[src/rtl/fsm_mon_pkg.sv]
// rtl/fsm_mon_pkg.sv - shared types, defaults and helpers for the FSM trace monitor
// Contents:
//   ctrl_state_e : monitor control states IDLE, SYNC, TRACK, DONE, FAIL
//   DEF_*        : default parameter values
//   sat_inc      : increment that sticks at the all-ones value of a w-bit counter
package fsm_mon_pkg;

  typedef enum logic [2:0] {
    IDLE  = 3'd0,
    SYNC  = 3'd1,
    TRACK = 3'd2,
    DONE  = 3'd3,
    FAIL  = 3'd4
  } ctrl_state_e;

  localparam int DEF_NUM_STATES   = 15;
  localparam int DEF_STATE_W      = 4;
  localparam int DEF_CNT_W        = 8;
  localparam int DEF_RUN_CYCLES   = 20;
  localparam int DEF_SYNC_TIMEOUT = 15;

  // The counter value travels zero-extended to 32 bits and w gives its real width.
  function automatic logic [31:0] sat_inc(input logic [31:0] v, input int unsigned w);
    logic [31:0] max_v;
    max_v = (w >= 32) ? 32'hFFFF_FFFF : ((32'd1 << w) - 32'd1);
    return (v >= max_v) ? v : v + 32'd1;
  endfunction

endpackage

[src/rtl/fsm_ring_model.sv]
// rtl/fsm_ring_model.sv - combinational golden next-state function of the ring FSM
// Ports:
//   s_i      in  STATE_W     current state code
//   guard_i  in  NUM_STATES  per-state advance condition
//   next_o   out STATE_W     guard[s] ? (s==NUM_STATES-1 ? 0 : s+1) : s
//   wrap_o   out 1           transition is the NUM_STATES-1 -> 0 wrap
module fsm_ring_model
  import fsm_mon_pkg::*;
#(
  parameter int NUM_STATES = DEF_NUM_STATES,
  parameter int STATE_W    = DEF_STATE_W
) (
  input  logic [STATE_W-1:0]    s_i,
  input  logic [NUM_STATES-1:0] guard_i,
  output logic [STATE_W-1:0]    next_o,
  output logic                  wrap_o
);

  logic adv;

  always_comb begin
    // Decoded select keeps illegal codes (>= NUM_STATES) from indexing past guard_i;
    // they never advance.
    adv = 1'b0;
    for (int i = 0; i < NUM_STATES; i++) begin
      if (s_i == STATE_W'(i)) adv = guard_i[i];
    end
    wrap_o = adv && (s_i == STATE_W'(NUM_STATES - 1));
    if (!adv) begin
      next_o = s_i;
    end else if (wrap_o) begin
      next_o = '0;
    end else begin
      next_o = s_i + 1'b1;
    end
  end

endmodule

[src/rtl/fsm_trace_monitor.sv]
// rtl/fsm_trace_monitor.sv - on-chip checker of the ring FSM state-code stream
// Optional build macro: FSM_MON_STOP_ON_ERROR_EN (first TRACK mismatch goes to FAIL).
// Ports:
//   clock      in  1           rising-edge clock
//   reset      in  1           asynchronous active-high reset
//   en         in  1           run enable
//   guard      in  NUM_STATES  per-state advance condition
//   y          in  STATE_W     observed state code
//   expected   out STATE_W     predicted code for the current cycle
//   mismatch   out 1           one-cycle pulse, registered, after a divergent sample
//   error      out 1           sticky error
//   err_count  out CNT_W       saturating mismatch count
//   laps       out CNT_W       saturating completed-ring count
//   cycles     out CNT_W       TRACK cycles elapsed
//   busy       out 1           in SYNC or TRACK
//   done       out 1           in DONE
module fsm_trace_monitor
  import fsm_mon_pkg::*;
#(
  parameter int NUM_STATES   = DEF_NUM_STATES,
  parameter int STATE_W      = DEF_STATE_W,
  parameter int CNT_W        = DEF_CNT_W,
  parameter int RUN_CYCLES   = DEF_RUN_CYCLES,
  parameter int SYNC_TIMEOUT = DEF_SYNC_TIMEOUT
) (
  input  logic                  clock,
  input  logic                  reset,
  input  logic                  en,
  input  logic [NUM_STATES-1:0] guard,
  input  logic [STATE_W-1:0]    y,
  output logic [STATE_W-1:0]    expected,
  output logic                  mismatch,
  output logic                  error,
  output logic [CNT_W-1:0]      err_count,
  output logic [CNT_W-1:0]      laps,
  output logic [CNT_W-1:0]      cycles,
  output logic                  busy,
  output logic                  done
);

`ifdef FSM_MON_STOP_ON_ERROR_EN
  localparam bit STOP_ON_ERROR = 1'b1;
`else
  localparam bit STOP_ON_ERROR = 1'b0;
`endif

  ctrl_state_e          state_q, state_d;
  logic [STATE_W-1:0]   expected_q, expected_d;
  logic                 mismatch_q, mismatch_d;
  logic                 error_q, error_d;
  logic [CNT_W-1:0]     err_count_q, err_count_d;
  logic [CNT_W-1:0]     laps_q, laps_d;
  logic [CNT_W-1:0]     cycles_q, cycles_d;
  logic [CNT_W-1:0]     timer_q, timer_d;

  logic [STATE_W-1:0]   model_next;
  logic                 model_wrap;
  logic                 y_illegal;
  logic                 y_diverges;

  // One model instance on y covers both uses: in SYNC the hand-off happens only
  // when y==0, so next(y) there is next(0).
  fsm_ring_model #(
    .NUM_STATES(NUM_STATES),
    .STATE_W   (STATE_W)
  ) u_model (
    .s_i    (y),
    .guard_i(guard),
    .next_o (model_next),
    .wrap_o (model_wrap)
  );

  assign y_illegal  = (32'(y) >= 32'(NUM_STATES));
  assign y_diverges = (y != expected_q);

  always_ff @(posedge clock or posedge reset) begin
    if (reset) begin
      state_q     <= IDLE;
      expected_q  <= '0;
      mismatch_q  <= 1'b0;
      error_q     <= 1'b0;
      err_count_q <= '0;
      laps_q      <= '0;
      cycles_q    <= '0;
      timer_q     <= '0;
    end else begin
      state_q     <= state_d;
      expected_q  <= expected_d;
      mismatch_q  <= mismatch_d;
      error_q     <= error_d;
      err_count_q <= err_count_d;
      laps_q      <= laps_d;
      cycles_q    <= cycles_d;
      timer_q     <= timer_d;
    end
  end

  always_comb begin
    state_d     = state_q;
    expected_d  = expected_q;
    mismatch_d  = 1'b0;
    error_d     = error_q;
    err_count_d = err_count_q;
    laps_d      = laps_q;
    cycles_d    = cycles_q;
    timer_d     = timer_q;

    unique case (state_q)
      IDLE: begin
        if (en) begin
          state_d     = SYNC;
          err_count_d = '0;
          laps_d      = '0;
          cycles_d    = '0;
          error_d     = 1'b0;
          timer_d     = '0;
        end
      end

      SYNC: begin
        if (y == '0) begin
          state_d    = TRACK;
          expected_d = model_next;
        end else begin
          timer_d = timer_q + 1'b1;
          if (timer_q == CNT_W'(SYNC_TIMEOUT - 1)) begin
            state_d = FAIL;
            error_d = 1'b1;
          end else if (!en) begin
            state_d = IDLE;
          end
        end
      end

      TRACK: begin
        if (y_illegal) begin
          mismatch_d  = 1'b1;
          error_d     = 1'b1;
          err_count_d = CNT_W'(sat_inc(32'(err_count_q), CNT_W));
          state_d     = FAIL;
        end else begin
          if (y_diverges) begin
            mismatch_d  = 1'b1;
            error_d     = 1'b1;
            err_count_d = CNT_W'(sat_inc(32'(err_count_q), CNT_W));
          end else if (model_wrap) begin
            laps_d = CNT_W'(sat_inc(32'(laps_q), CNT_W));
          end

          if (STOP_ON_ERROR && y_diverges) begin
            state_d = FAIL;
          end else begin
            // Resync on divergence: predict from what was actually seen.
            expected_d = model_next;
            // The final TRACK cycle is not added to cycles, so a full run reads RUN_CYCLES-1.
            if (cycles_q == CNT_W'(RUN_CYCLES - 1)) begin
              state_d = DONE;
            end else begin
              cycles_d = CNT_W'(sat_inc(32'(cycles_q), CNT_W));
              if (!en) state_d = IDLE;
            end
          end
        end
      end

      DONE, FAIL: begin
        if (!en) state_d = IDLE;
      end

      default: state_d = IDLE;
    endcase
  end

  assign expected  = expected_q;
  assign mismatch  = mismatch_q;
  assign error     = error_q;
  assign err_count = err_count_q;
  assign laps      = laps_q;
  assign cycles    = cycles_q;
  assign busy      = (state_q == SYNC) || (state_q == TRACK);
  assign done      = (state_q == DONE);

endmodule
[config.mk]
export PLATFORM = sky130hd
export DESIGN_NAME = fsm_trace_monitor
export DESIGN_NICKNAME = d
export VERILOG_FILES = /design/src/rtl/fsm_mon_pkg.sv /design/src/rtl/fsm_ring_model.sv /design/src/rtl/fsm_trace_monitor.sv
export SDC_FILE = /design/constraint.sdc
export NUM_CORES = 1
export LEC_CHECK = 0
export CELL_PAD_IN_SITES_DETAIL_PLACEMENT = 1
export CELL_PAD_IN_SITES_GLOBAL_PLACEMENT = 1
export CORE_AREA = 5 5 123 67
export CTS_CLUSTER_SIZE = 8
export DETAILED_ROUTE_END_ITERATION = 10
export DIE_AREA = 0 0 128 72
export PLACE_DENSITY = 0.79
export SYNTH_ARGS = -nofsm -noshare
export SYNTH_HDL_FRONTEND = slang
export SYNTH_SLANG_ARGS = --single-unit
[constraint.sdc]
create_clock -name clock -period 2.4 [get_ports clock]
set_clock_uncertainty 0.1 [all_clocks]
set_input_delay 0.36 -clock clock [delete_from_list [all_inputs] [get_ports clock]]
set_output_delay 0.36 -clock clock [all_outputs]
set_load 0.005 [all_outputs]
**Word level (Yosys, flattened, before mapping)**

Index checks and enable logic that the tools add are counted.

- Word-level logic and storage cells: 116
- Bits in writable memories: 0
- Bits in read-only memories: 0
- Flip-flop bits (word level): 41
- Latch bits: 0
- Input port bits: 22
- Memories: 0

- Reductions and logical operators: 15
- Multiply operators: 0
- Divide/modulo/power cells: 0
- Shift operators: 0
- Muxes and demuxes: 52
- Add/subtract/negate cells: 5
- Bitwise logic cells: 0
- Magnitude comparators: 4
- Eq/ne operators: 32

Operators with widths:

| kind | number |
|---|---|
| $mux 8 | 12 |
| $pmux 8 s2 | 4 |
| $add 8x1->8 const B | 4 |
| $eq 4x4->1 const B | 7 |
| $ge 8x8->1 const B | 3 |
| $mux 1 | 23 |
| $ne 2x2->1 const B | 10 |
| $mux 3 | 6 |
| $eq 4x3->1 const B | 4 |
| $mux 4 | 4 |
| $pmux 3 s4 | 1 |
| $reduce_and 5->1 | 2 |
| $reduce_and 3->1 | 3 |
| $eq 4x2->1 const B | 2 |
| $eq 8x4->1 const B | 1 |
| $eq 8x5->1 const B | 1 |
| $pmux 4 s2 | 1 |
| $eq 3x2->1 const B | 2 |
| $reduce_and 6->1 | 1 |
| $reduce_bool 2->1 | 3 |
| $add 4x1->4 const B | 1 |
| $eq 4x1->1 const B | 1 |
| $ge 4x4->1 const B | 1 |
| $logic_not 4->1 | 1 |
| other kinds (10) | 10 |

**Longest topological paths before layout**

- Depth after elaboration: 21
- Depth in mapped cells: 9
- Depth with buffers taken out: 8

**By module**

A second synthesis with hierarchy kept.

- Cell total of the unflattened synthesis: 288
- Area, all modules: 2620.0 sq um

By module, submodules not included:

| module | instances | cells an instance | sequential area each (sq um) | area an instance (sq um) |
|---|---|---|---|---|
| fsm_trace_monitor | 1 | 240 | 1026.0 | 2272.2 |
| fsm_ring_model | 1 | 48 | 0.0 | 347.8 |

**Worst setup path after synthesis**

No wires, ideal clock.

- Path kind: input to register
- Start: input port y[0]
- End: register expected_q[3] (netlist: expected[3])
- Arrival: 2.018 ns
- Path buffers: 1
- Stages on the path: 8
- Setup slack: 0.195 ns
- Data required time: 2.213 ns
- Cells stage by stage: inv_1 -> ha_1 -> clkbuf_1 -> a2111oi_2 -> a211oi_1 -> o211a_2 -> or4_1 -> o211ai_1

- Longest elaborated chain between the ends: 21
- Elaborated cells on any way between the ends: 41
- Those cells by class: add/sub: 1; order compare: 1; eq/ne: 16; mux: 20; reduce/logical: 3

Ends and longest elaborated chain:

| what | line | source |
|---|---|---|
| start: declaration | fsm_trace_monitor.sv:30 | `input logic [STATE_W-1:0] y,` |
| $logic_not 4->1 | fsm_ring_model.sv:26, fsm_trace_monitor.sv:121 |  |
| $mux 1 (15 in series) | fsm_ring_model.sv:26 | `if (s_i == STATE_W'(i)) adv = guard_i[i];` |
| $logic_and 1x1->1 | fsm_ring_model.sv:28 | `wrap_o = adv && (s_i == STATE_W'(NUM_STATES - 1));` |
| $mux 4 | fsm_ring_model.sv:31 | `end else if (wrap_o) begin` |
| $mux 4 | fsm_ring_model.sv:29 | `if (!adv) begin` |
| $mux 4, on equally long branches | fsm_trace_monitor.sv:136, fsm_trace_monitor.sv:121 |  |
| $pmux 4 s2 | fsm_trace_monitor.sv:108 | `unique case (state_q)` |
| end signal: assignment | fsm_trace_monitor.sv:88 | `expected_q <= expected_d;` |
| end: declaration | fsm_trace_monitor.sv:48 | `logic [STATE_W-1:0] expected_q, expected_d;` |

Several ways; a longest one is shown, not always the timed one. The select of a mux whose other input is x is not followed.
A chain may end at the register's enable or synchronous reset.

**Worst setup path after layout**

- Start: register state_q[1]
- End: output port busy

- Longest elaborated chain between the ends: 2
- Elaborated cells on any way between the ends: 3
- Those cells by class: eq/ne: 2; reduce/logical: 1

Ends and longest elaborated chain:

| what | line | source |
|---|---|---|
| start: declaration | fsm_trace_monitor.sv:47 | `ctrl_state_e state_q, state_d;` |
| start signal: assignment | fsm_trace_monitor.sv:87 | `state_q <= state_d;` |
| $eq 3x1->1 or $eq 3x2->1 (tied branches) | fsm_trace_monitor.sv:180 | `assign busy = (state_q == SYNC) \|\| (state_q == TRACK);` |
| $logic_or 1x1->1 (*) | fsm_trace_monitor.sv:180 |  |
| end: declaration | fsm_trace_monitor.sv:37 | `output logic busy,` |

Mark *: on every way between the ends. The rest lies on a longest branch, timed or not.

==> results.ini <==
[floorplanning]
die_height_um = 72
rows = 22
die_x_um = 128
die-area_mm2 = 0.00922
start_util_pct = 37.8
io_pins = 54
core_area_mm2 = 0.00705

[finish]
nFillCells = 798
area_growth_pct = 42.7
fin_nets = 404
final_area_mm2 = 0.00380
layout_commonest_cell = clkdlybuf4s50_1
num_antenna_cells = 0
final_cell_mix = 51 x clkdlybuf4s50_1, 41 x dfrtp_1, 39 x buf_4
drive_gt1_share_pct = 21.1
final-instance-count-excl-fill = 470

[sta]
rsz0062_at_grt = false
drv_slew = 0
maxSlewHeadroom_pct = 63.7
period_share_pct = 95.7
setup-violations-final = 0
worstMarginPinSlew_ps = 544
period_needed_ps = 2300
finalHoldViolCount = 0
holdWs_ps = 438
max_clock_freq_mhz = 436

[global_routing]
grt.total_usage_pct = 19.7
use_met3_pct = 3.90
met2_usage_pct = 32.5
busiest_layer = met2
grt_max_degree = 42
grt_pass1_vias = 2795
grt_overflow = 0
antenna_found_initial = 0
gr-usage-met1_pct = 27.3
grt_pass1_wl_um = 14500

[power]
p_per_area_mw_per_mm2 = 556
ir_drop_mv = 0.338
p_total_mw = 2.12
power.leakage_nw = 1.62

[route]
firstDrtPassIters = 4
drc = 0
drt_iter0_markers = 114
wl_per_cell_um = 18.5
via_per_inst = 5.45
via_count = 2562
wl_um = 8680
drtAntennaViolNets = 0

[synth]
syn_avg_cell_area_um2 = 9.38
synth_edf_count = 0
async_flop_share_pct = 100
syn_nets = 315
ys_seq_area_share_pct = 38.5
syn_inst = 284
synth_seq_cells = 41
ys.flop_type = dfrtp_1
synth_warnings = 0
yosysUniqueCellTypes = 62
syn-cell-area_mm2 = 0.00267

[placed_design]
placed_cell_area_mm2 = 0.00356
portBuffers = 53
place.gp.congestion = 0.855
post-dp-hpwl_um = 6450
placed_cells_incl_taps = 462

[run_status]
status = finished, final reports clean

[setup_path]
required_ps = 1940
setup.worst_path.start_class = flip-flop
arrival_ps = 1840
crit_type = reg -> out
crit_chain = nand2b_1 -> a21oi_1 -> clkdlybuf4s50_1
cp_slowest_stage_delay_ps = 560
cp_slowest_cell = clkdlybuf4s50_1
critical_path.max_fanout = 9
critPathCaptureType = primary output

[clocking]
cts_sinks = 41
cts_setup_buffers = 0
h-tree-depth = 2
clk_path_buf_depth = 2
insertion_delay_ps = 290
clk_pin_slew_ps = 60
postCtsHoldBufs = 0
root_buffer = clkbuf_16
cts_buffers = 5
cts_tree = yes

[hold_path]
hold_path.class = reg -> reg

[job]
drv_cap = 0

[synth_stat cells (2+ instances only)]
cell type	instances	share of area, %
a211oi_1	3	0.85
a21oi_1	10	1.9
a22oi_1	2	0.56
and2_1	4	0.94
and3_1	6	1.4
and4_1	2	0.66
buf_2	3	0.56
buf_4	2	0.56
buf_6	2	0.85
clkbuf_1	4	0.56
dfrtp_1	41	38
ha_1	9	4.2
inv_1	9	1.3
mux2_2	3	1.3
nand2_1	27	3.8
nand2b_1	4	0.94
nand3_1	13	2.4
nand3b_1	2	0.56
nand4_1	10	2.3
nor2_1	33	4.6
nor2b_1	5	1.2
nor3_1	3	0.56
nor3b_1	2	0.56
nor4_2	2	0.94
nor4b_1	2	0.66
nor4b_2	2	1.1
o2111ai_1	2	0.66
o21ai_0	15	2.8
o22ai_1	3	0.70
or3_1	2	0.47
or4_1	5	1.4
xnor2_1	6	2.0
xor2_1	17	5.6
[final cells by class]
class	count	area (µm²)	area share [%]
clock buffer	5	125	3.29
clock inverter	3	65.1	1.71
inverter	9	33.8	0.888
multi-input combinational	223	1590	41.8
sequential	41	1030	27.0
tap	96	120	3.16
timing repair buffer	93	845	22.2
[through the flow]
stage / setup TNS, ps / utilization, % / worst slack [ps]
finish: 0 / 54.0 / 104
global route: 0 / 54.0 / 48.9
CTS: 0 / 53.8 / 9.40
detailed placement: -6300 / 50.5 / -466
global placement: -3060 / 50.5 / -350
floorplan: 0 / - / 195
[routing by layer]
metal / vias up / routed length, µm
li1: 1206 / -
met1: 1294 / 4080
met2: 54 / 4150
met3: 8 / 385
met4: 0 / 64
met5: - / 0
[power breakdown]
group | switching, mW | total (mW) | internal, mW
logic | 0.209 | 0.431 | 0.222
registers | 0.0565 | 0.793 | 0.737
clock network | 0.296 | 0.891 | 0.595
total | 0.562 | 2.12 | 1.55
[repair_timing]
item	4_1_cts	5_1_grt
hold endpoints to repair	0	0
resized for setup	11	3
pin swaps	2	1
setup endpoints to repair	5	12
[cell families (layout without fill, tap and decap cells)]
group	count (synthesis)	in the layout	synth area share, %
and+or+nand+nor	134	134	29.2
muxes	4	4	1.64
buffers and inverters	20	110	3.80
adders and majority gates	9	9	4.23
DFF	41	41	38.5
xor gates and xnor gates	23	23	7.56
AOI/OAI and AO/OA	53	53	15.1
[flip-flops by register name (all words and copies together) (netlist names)]
name and cells:
err_count 8, cycles 8, state_q 3, timer_q 8, mismatch 1, laps 8, error 1, expected 4
[worst max-delay path, delay by kind of cell (launching register included)]
family	cells	cell delay [ps]
flip-flops	1	490
AO/OA/AOI/OAI	1	200
AND/OR/NAND/NOR	1	300
buffers and inverters	1	560
[path summary, 6_finish.rpt]
path / depth (start not counted) / slack, ps / to / startpoint
min in group asynchronous: 3 / 450 / err_count[1] / reset
worst max register to register: 7 / 240 / cycles[5] / cycles[5]
worst min register to register: 1 / 440 / err_count[0] / err_count[0]
worst max-delay path: 3 / 100 / busy / state_q[1]
worst min-delay path: 1 / 440 / err_count[0] / err_count[0]
max in group asynchronous: 3 / 1380 / timer_q[1] / reset
No activity file was read; power rests on OpenSTA's default activity.
